**src/rtl/pwm_channel_arbiter_if.sv**
```systemverilog
// pwm_channel_arbiter_if
//   Groups the request, position and frame signals shared between the two
//   encoder position sources, the PWM_Generator and the arbiter.
//   Signals:
//     req_ab, req_cd    : level requests from the AB / CD channels
//     pos_ab, pos_cd    : converted positions (WIDTH bits)
//     frame_done        : one-clk end-of-period pulse from PWM_Generator
//     position_out      : position driven to PWM_Generator
//     sel               : current or last owner (0 = AB, 1 = CD)
//     grant_ab/grant_cd : channel ownership flags
//     valid             : position_out belongs to a granted channel
//     fault             : sticky watchdog fault
//   Modports: master = request/generator side, slave = arbiter.
interface pwm_channel_arbiter_if #(
    parameter int unsigned WIDTH = 10
);
    logic             req_ab;
    logic             req_cd;
    logic [WIDTH-1:0] pos_ab;
    logic [WIDTH-1:0] pos_cd;
    logic             frame_done;
    logic [WIDTH-1:0] position_out;
    logic             sel;
    logic             grant_ab;
    logic             grant_cd;
    logic             valid;
    logic             fault;

    modport master (
        output req_ab, req_cd, pos_ab, pos_cd, frame_done,
        input  position_out, sel, grant_ab, grant_cd, valid, fault
    );

    modport slave (
        input  req_ab, req_cd, pos_ab, pos_cd, frame_done,
        output position_out, sel, grant_ab, grant_cd, valid, fault
    );
endinterface

```
**src/rtl/pwm_channel_arbiter.sv**
```systemverilog
// pwm_channel_arbiter
//   Shares one PWM_Generator between the AB and CD position channels.
//   A channel holds the grant for HOLD_FRAMES frames while the other one is
//   requesting, then ownership round-robins. The position handed to the
//   generator only changes on frame boundaries. A watchdog raises a sticky
//   fault if frame_done stops arriving while a channel is granted.
//   Ports:
//     clk   : CLK_PWM domain clock
//     reset : synchronous, active-high reset
//     bus   : pwm_channel_arbiter_if slave modport (requests, positions,
//             frame_done in; position_out, sel, grants, valid, fault out)
module pwm_channel_arbiter #(
    parameter int unsigned WIDTH       = 10,
    parameter int unsigned HOLD_FRAMES = 4,
    parameter int unsigned TIMEOUT     = 2048
) (
    input  logic                        clk,
    input  logic                        reset,
    pwm_channel_arbiter_if.slave        bus
);
    typedef enum logic [1:0] {
        S_IDLE,
        S_GRANT,
        S_GAP,
        S_FAULT
    } state_t;

    localparam logic [7:0]  LP_LAST_FRAME = 8'(HOLD_FRAMES - 1);
    localparam logic [15:0] LP_WD_LAST    = 16'(TIMEOUT - 1);

    state_t           r_state, w_state_nxt;
    logic             r_sel, w_sel_nxt;
    logic [WIDTH-1:0] r_pos, w_pos_nxt;
    logic [7:0]       r_cnt, w_cnt_nxt;
    logic [15:0]      r_wd, w_wd_nxt;
    logic             r_grant_ab, r_grant_cd, r_valid, r_fault;

    logic             w_any_req;
    logic             w_pick;
    logic             w_owner_req;
    logic             w_other_req;

    assign w_any_req   = bus.req_ab | bus.req_cd;
    // On contention the channel that did not own last time wins.
    assign w_pick      = (bus.req_ab && bus.req_cd) ? ~r_sel : bus.req_cd;
    assign w_owner_req = r_sel ? bus.req_cd : bus.req_ab;
    assign w_other_req = r_sel ? bus.req_ab : bus.req_cd;

    always_ff @(posedge clk) begin
        if (reset) begin
            r_state    <= S_IDLE;
            r_sel      <= 1'b1;
            r_pos      <= '0;
            r_cnt      <= '0;
            r_wd       <= '0;
            r_grant_ab <= 1'b0;
            r_grant_cd <= 1'b0;
            r_valid    <= 1'b0;
            r_fault    <= 1'b0;
        end else begin
            r_state    <= w_state_nxt;
            r_sel      <= w_sel_nxt;
            r_pos      <= w_pos_nxt;
            r_cnt      <= w_cnt_nxt;
            r_wd       <= w_wd_nxt;
            r_grant_ab <= (w_state_nxt == S_GRANT) && !w_sel_nxt;
            r_grant_cd <= (w_state_nxt == S_GRANT) &&  w_sel_nxt;
            r_valid    <= (w_state_nxt == S_GRANT);
            r_fault    <= (w_state_nxt == S_FAULT);
        end
    end

    always_comb begin
        w_state_nxt = r_state;
        w_sel_nxt   = r_sel;
        w_pos_nxt   = r_pos;
        w_cnt_nxt   = r_cnt;
        w_wd_nxt    = r_wd;
        case (r_state)
            S_IDLE, S_GAP: begin
                w_cnt_nxt = '0;
                w_wd_nxt  = '0;
                if (w_any_req) begin
                    w_state_nxt = S_GRANT;
                    w_sel_nxt   = w_pick;
                    w_pos_nxt   = w_pick ? bus.pos_cd : bus.pos_ab;
                end else begin
                    w_state_nxt = S_IDLE;
                    w_pos_nxt   = '0;
                end
            end
            S_GRANT: begin
                if (bus.frame_done) begin
                    // frame_done takes priority over a coincident timeout.
                    w_wd_nxt  = '0;
                    w_cnt_nxt = (r_cnt == LP_LAST_FRAME) ? r_cnt : r_cnt + 8'd1;
                    if (!w_owner_req || (w_other_req && r_cnt == LP_LAST_FRAME)) begin
                        w_state_nxt = S_GAP;
                    end else begin
                        w_pos_nxt = r_sel ? bus.pos_cd : bus.pos_ab;
                    end
                end else if (r_wd == LP_WD_LAST) begin
                    w_state_nxt = S_FAULT;
                    w_pos_nxt   = '0;
                end else begin
                    w_wd_nxt = r_wd + 16'd1;
                end
            end
            S_FAULT: begin
                w_pos_nxt = '0;
            end
            default: begin
                w_state_nxt = S_IDLE;
                w_pos_nxt   = '0;
            end
        endcase
    end

    assign bus.position_out = r_pos;
    assign bus.sel          = r_sel;
    assign bus.grant_ab     = r_grant_ab;
    assign bus.grant_cd     = r_grant_cd;
    assign bus.valid        = r_valid;
    assign bus.fault        = r_fault;
endmodule

```
**src/flat_wrapper.sv**
```systemverilog
// flat-port wrapper written by rule: the top's interface ports become plain ports
module pwm_channel_arbiter_flat 
#(
    parameter int unsigned WIDTH       = 10,
    parameter int unsigned HOLD_FRAMES = 4,
    parameter int unsigned TIMEOUT     = 2048
)
  (clk, reset, bus_req_ab, bus_req_cd, bus_pos_ab, bus_pos_cd, bus_frame_done, bus_position_out, bus_sel, bus_grant_ab, bus_grant_cd, bus_valid, bus_fault);
  pwm_channel_arbiter_if #(.WIDTH(WIDTH)) bus_i ();
  input  logic clk;
  input  logic reset;
  input wire logic [$bits(bus_i.req_ab)-1:0] bus_req_ab;
  input wire logic [$bits(bus_i.req_cd)-1:0] bus_req_cd;
  input wire logic [$bits(bus_i.pos_ab)-1:0] bus_pos_ab;
  input wire logic [$bits(bus_i.pos_cd)-1:0] bus_pos_cd;
  input wire logic [$bits(bus_i.frame_done)-1:0] bus_frame_done;
  output wire logic [$bits(bus_i.position_out)-1:0] bus_position_out;
  output wire logic [$bits(bus_i.sel)-1:0] bus_sel;
  output wire logic [$bits(bus_i.grant_ab)-1:0] bus_grant_ab;
  output wire logic [$bits(bus_i.grant_cd)-1:0] bus_grant_cd;
  output wire logic [$bits(bus_i.valid)-1:0] bus_valid;
  output wire logic [$bits(bus_i.fault)-1:0] bus_fault;
  assign bus_i.req_ab = bus_req_ab;
  assign bus_i.req_cd = bus_req_cd;
  assign bus_i.pos_ab = bus_pos_ab;
  assign bus_i.pos_cd = bus_pos_cd;
  assign bus_i.frame_done = bus_frame_done;
  assign bus_position_out = bus_i.position_out;
  assign bus_sel = bus_i.sel;
  assign bus_grant_ab = bus_i.grant_ab;
  assign bus_grant_cd = bus_i.grant_cd;
  assign bus_valid = bus_i.valid;
  assign bus_fault = bus_i.fault;
  pwm_channel_arbiter #(.WIDTH(WIDTH), .HOLD_FRAMES(HOLD_FRAMES), .TIMEOUT(TIMEOUT)) u_core (.clk(clk), .reset(reset), .bus(bus_i));
endmodule
```
**config.mk**
```make
export PLATFORM = sky130hd
export DESIGN_NAME = pwm_channel_arbiter_flat
export DESIGN_NICKNAME = d
export VERILOG_FILES = /design/src/rtl/pwm_channel_arbiter_if.sv /design/src/rtl/pwm_channel_arbiter.sv /design/src/flat_wrapper.sv
export SDC_FILE = /design/constraint.sdc
export NUM_CORES = 1
export LEC_CHECK = 0
export CAP_MARGIN = 10
export CORE_MARGIN = 10
export CORE_UTILIZATION = 40
export DETAILED_ROUTE_END_ITERATION = 7
export SYNTH_ARGS = -nofsm -noshare
export SYNTH_HDL_FRONTEND = slang
export SYNTH_SLANG_ARGS = --single-unit
```
**constraint.sdc**
```tcl
create_clock -name clk -period 3.85 [get_ports clk]
set_input_delay 0.77 -clock clk [delete_from_list [all_inputs] [get_ports clk]]
set_output_delay 0.77 -clock clk [all_outputs]
set_load 0.005 [all_outputs]
```
After elaboration in Yosys (flattened, before gate mapping) --
Index checks and enable logic that the tools add are counted. Widths: inputs -> output; s select.
Word-level totals: logic and storage cells 61, register bits after elaboration 41
Operators by class: add/sub/neg operators 2, bitwise gates (word level) 2, mux-type cells 23, eq/ne operators 12, reductions and logical operators 13
Operators with widths (number):
- $mux 10 | 6
- $mux 16 | 2
- $pmux 16 s2 | 1
- $pmux 10 s3 | 1
- $add 16x1->16 const B | 1
- $eq 16x11->1 const B | 1
- $mux 8 | 2
- $pmux 8 s2 | 1
- $add 8x1->8 const B | 1
- $eq 8x2->1 const B | 1
- $eq 2x2->1 const B | 3
- $mux 1 | 6
- $mux 2 | 3
- $ne 3x3->1 const B | 2
- $eq 2x1->1 const B | 2
- $logic_and 1x1->1 | 4
- $ne 2x2->1 const B | 2
- $pmux 2 s2 | 1
- $reduce_and 2->1 | 2
- $ne 3x2->1 const B | 1
- $reduce_and 3->1 | 1
- $logic_not 1->1 | 2
- $logic_not 2->1 | 1
- $reduce_bool 2->1 | 1
- other kinds (4) | 4

Longest topological paths before layout --
depth after elaboration 8, gate-level depth with buffers 7, gate-level depth less buffers 6

Least setup slack after synthesis --
No wires, ideal clock.
kind in2reg, start point in reset, end point reg u_core.r_wd[8], data required time 3.791 ns, setup slack 1.830 ns, data arrival time 1.961 ns, stages 5, buffers on the path 1, library setup time 0.059 ns, path through buf_2 > nand2b_1 > or2_0 > or4_1 > nand2_1
RTL lines:
- from (decl) | RTL line flat_wrapper.sv:11 | input logic reset;
- to (signal assigned) | RTL line pwm_channel_arbiter.sv:65 | r_wd <= w_wd_nxt;
- to (decl) | RTL line pwm_channel_arbiter.sv:35 | logic [15:0] r_wd, w_wd_nxt;

Final worst setup path --
start point in bus_frame_done, end point reg u_core.r_wd[8]
Between the ends: word-level cells in the longest chain between the ends 2, elaborated cells between the ends (all ways) 4, those cells by class 1 x eq/ne; 2 x mux; 1 x reduce/logical
RTL lines:
- from (decl) | RTL line flat_wrapper.sv:16 | input wire logic [$bits(bus_i.frame_done)-1:0] bus_frame_done;
- $mux 16 or $ne 3x3->1 (tied branches)
- $pmux 16 s2 or $reduce_and 2->1 (tied branches)
Parallel ways exist; a longest one is shown, timed or not. A chain may end at the register's enable or synchronous reset.

==> flow_summary.toml <==
[power_and_ir_drop]
pwr-share-comb_pct = 14.8
p_leak_nw = 0.841
p_int_mw = 0.708
clockPowerShare_pct = 35.9
power_density_mw_per_mm2 = 368
swShare_pct = 23.5
power_switching_mw = 0.218
p_total_mw = 0.926
seqPwrFrac_pct = 49.4
ir_drop_v = 0.000209

[setup_path]
arrival_ps = 2780
end_kind = "register"
max_stage_delay_ps = 520
crit_chain = "clkdlybuf4s50_1, nor2b_4, nand2b_1, o21ai_0, or4_1, nand2_1"
path_class = "input pin to register"
critPathTopFamily = "simple AND/OR/NAND/NOR gates"
crit_path_start_kind = "input pin"
worstPathMaxFanout = 10
path_buf_inv = 1
r2r_setup_slack_ps = 1540
slowest_stage = "or4_1"
critPathRequiredTime_ps = 4090

[timing]
clock-skew-final_ps = 5.13
setup_tns_ps = 0
rsz0062_at_grt = "no"
slew_violations = 0
period_minus_slack_ps = 2540
finalHoldViolations = 0
period_share_pct = 66.1
setup-violations-final = 0
timing.fmax_ghz = 0.393
maxSlewHeadroom_pct = 48.8
tightest_slew_ps = 768

[floorplanning]
die_h_um = 90.6
row_count = 25
die_w_um = 90.6
dieArea_mm2 = 0.00820
initial_core_util_pct = 41.6
io-pin-count = 40
core-area_mm2 = 0.00479

[drt]
ant_nets = 0
via_per_inst = 5.14
wl_per_cell_um = 14.1
initialDrtViolationCount = 81
vias = 1682
first_pass_iters = 4
wl_mm = 4.62
drcViolationCount = 0

[global_route]
grt_pass1_wl_mm = 7.73
first_global_vias = 1559
grt_usage_pct = 11.1
grt_max_degree = 21
gr-total-overflow = 0
antenna_found_initial = 0

[yosys]
synth_area_per_cell_um2 = 8.93
syn_area_mm2 = 0.00199
synth_warnings = 0
synth.distinct_cells = 49
synth_area_leaders = "dfxtp_1 (41%), nor2_1 (5.5%), a211oi_1 (4.5%), a22oi_1 (3.8%), xor2_1 (3.5%)"
async_reset_ff_share_pct = 0
synth_top_area_share_pct = 41.2
synthCells = 223
synth_edf_count = 0
syn-num-nets = 250
ys.flop_type = "dfxtp_1"
ys_ff_latch = 41
yosysSeqAreaShare_pct = 41.2
synth_top_cell_by_area = "dfxtp_1"

[clocking]
clkLatencyLatePin_ps = 290
tritoncts = "built"
ctsRootBufferMaster = "clkbuf_8"
htreeDepth = 2
cts_buffers = 5
ctsResizeCount = 0
cts_setup_buffers = 0
clk_pin_slew_ps = 80
clock_path_buffers = 2
cts_hold_repair.buffers = 0
cts_sinks = 41

[layout]
nets = 287
final_area_mm2 = 0.00252
drive_gt1_share_pct = 7.69
n_antenna_cell = 0
syn2layout_area_growth_pct = 26.4

[worst_hold_path]
holdCritPathClass = "register to register"

[placement]
gp_congestion = 0.814
io_buffers = 39
dp_hpwl_mm = 3.57
placedInstanceArea_mm2 = 0.00241

[run_status]
status = "completed"

[run]
drv_cap = 0
==> synth_stat cells, types with 2 or more instances <==
master and number:
xor2_1 8, or3_1 6, nor4b_1 2, a22oi_1 10
nand3_1 8, nand4_1 4, nand2b_1 6, nor2_1 29
dfxtp_1 41, o2111ai_1 3, nand2_1 16, o21ai_0 6
inv_1 2, o21a_1 2, nor3_1 4, or4_1 3
and2_1 4, o211ai_1 4, nor2b_1 4, ha_1 2
buf_4 2, a211oi_1 12, a21oi_1 11, clkbuf_1 3
xnor2_1 4, buf_6 2, buf_2 3
==> worst reg2reg max path, stage by stage, from the launching register on <==
cell,delay (ps)
dfxtp_1,330
ha_1,230
and4_1,270
a41oi_2,530
o21ai_0,320
or4_1,520
nand2_1,70
==> cells by family after synthesis <==
logic type,Yosys count,synth area share (%)
adder cells (fa/ha/maj),2,1.26
AND/OR/NAND/NOR,95,25.3
buffers and inverters,13,3.77
AO/OA/AOI/OAI,59,22.7
flip-flops,41,41.2
XOR/XNOR,12,5.28
multiplexers,1,0.503
==> registers in the layout (all words and copies together), names as in the netlist <==
register	count
u_core.r_wd	16
u_core.bus.position_out	10
u_core.r_cnt	8
u_core.r_state	2
u_core.bus.fault	1
u_core.bus.grant_ab	1
u_core.bus.grant_cd	1
u_core.bus.sel	1
u_core.bus.valid	1
==> metal layers <==
metal | GRT usage (%) | vias up | wire length, µm
li1 | - | 895 | -
met1 | 14.4 | 752 | 2190
met2 | 17.2 | 33 | 2180
met3 | 3.74 | 2 | 223
met4 | 2.92 | 0 | 24
met5 | 0 | - | 0
==> worst paths after layout <==
kind                       start              to  cells past startpoint
setup / recovery  bus_frame_done  u_core.r_wd[8]                      6
hold / removal    u_core.r_wd[1]  u_core.r_wd[1]                      2
setup reg to reg  u_core.r_wd[0]  u_core.r_wd[8]                      6
hold reg to reg   u_core.r_wd[1]  u_core.r_wd[1]                      2
==> cell usage in the layout (no fill, tap or decap), drive strengths merged, types with 2 or more instances in the layout <==
| cell type | instances |
|---|---|
| o211ai | 5 |
| nand4 | 4 |
| nand2b | 6 |
| nand3 | 8 |
| or2 | 2 |
| a211oi | 12 |
| a41oi | 2 |
| nor3 | 4 |
| o21ai | 6 |
| dfxtp | 41 |
| clkbuf | 5 |
| and2 | 4 |
| ha | 2 |
| o2111ai | 4 |
| and3 | 2 |
| nor2 | 29 |
| or3 | 6 |
| clkdlybuf4s50 | 39 |
| nor2b | 5 |
| nand2 | 16 |
| o21a | 2 |
| or4 | 3 |
| nor4b | 2 |
| a22oi | 10 |
| xor2 | 8 |
| xnor2 | 4 |
| a21oi | 11 |
| buf | 2 |
| inv | 2 |
| o22ai | 2 |
==> per-stage QoR <==
step                      worst slack, ps  instances  utilization [%]  hold slack, ps
after floorplan                      1830        223                -             444
after global placement               1080        320             50.4             461
after detailed placement             1020        320             50.4             464
after CTS                            1320        327             52.6             475
after global routing                 1150        327             52.6             510
final                                1310        327             52.6             476
==> final cells by class <==
type,instances,area [µm²]
fillers,464,2270
multi-input cells,169,1100
flip-flops and latches,41,821
repair buffers,41,405
well taps,67,83.8
clock buffers,5,68.8
clock inverters,2,35.0
inverters,2,7.51
==> power groups by stage <==
| stage | Clock, mW | Combinational [mW] | Sequential, mW |
|---|---|---|---|
| final | 0.332 | 0.137 | 0.457 |
| after global routing | 0.361 | 0.150 | 0.460 |
| after CTS | 0.342 | 0.139 | 0.457 |
| after detailed placement | 0 | 0.139 | 0.467 |
| after global placement | 0 | 0.139 | 0.467 |
| after floorplan | 0 | 0.0706 | 0.464 |
Note: power is estimated with default switching activity, not from simulation.
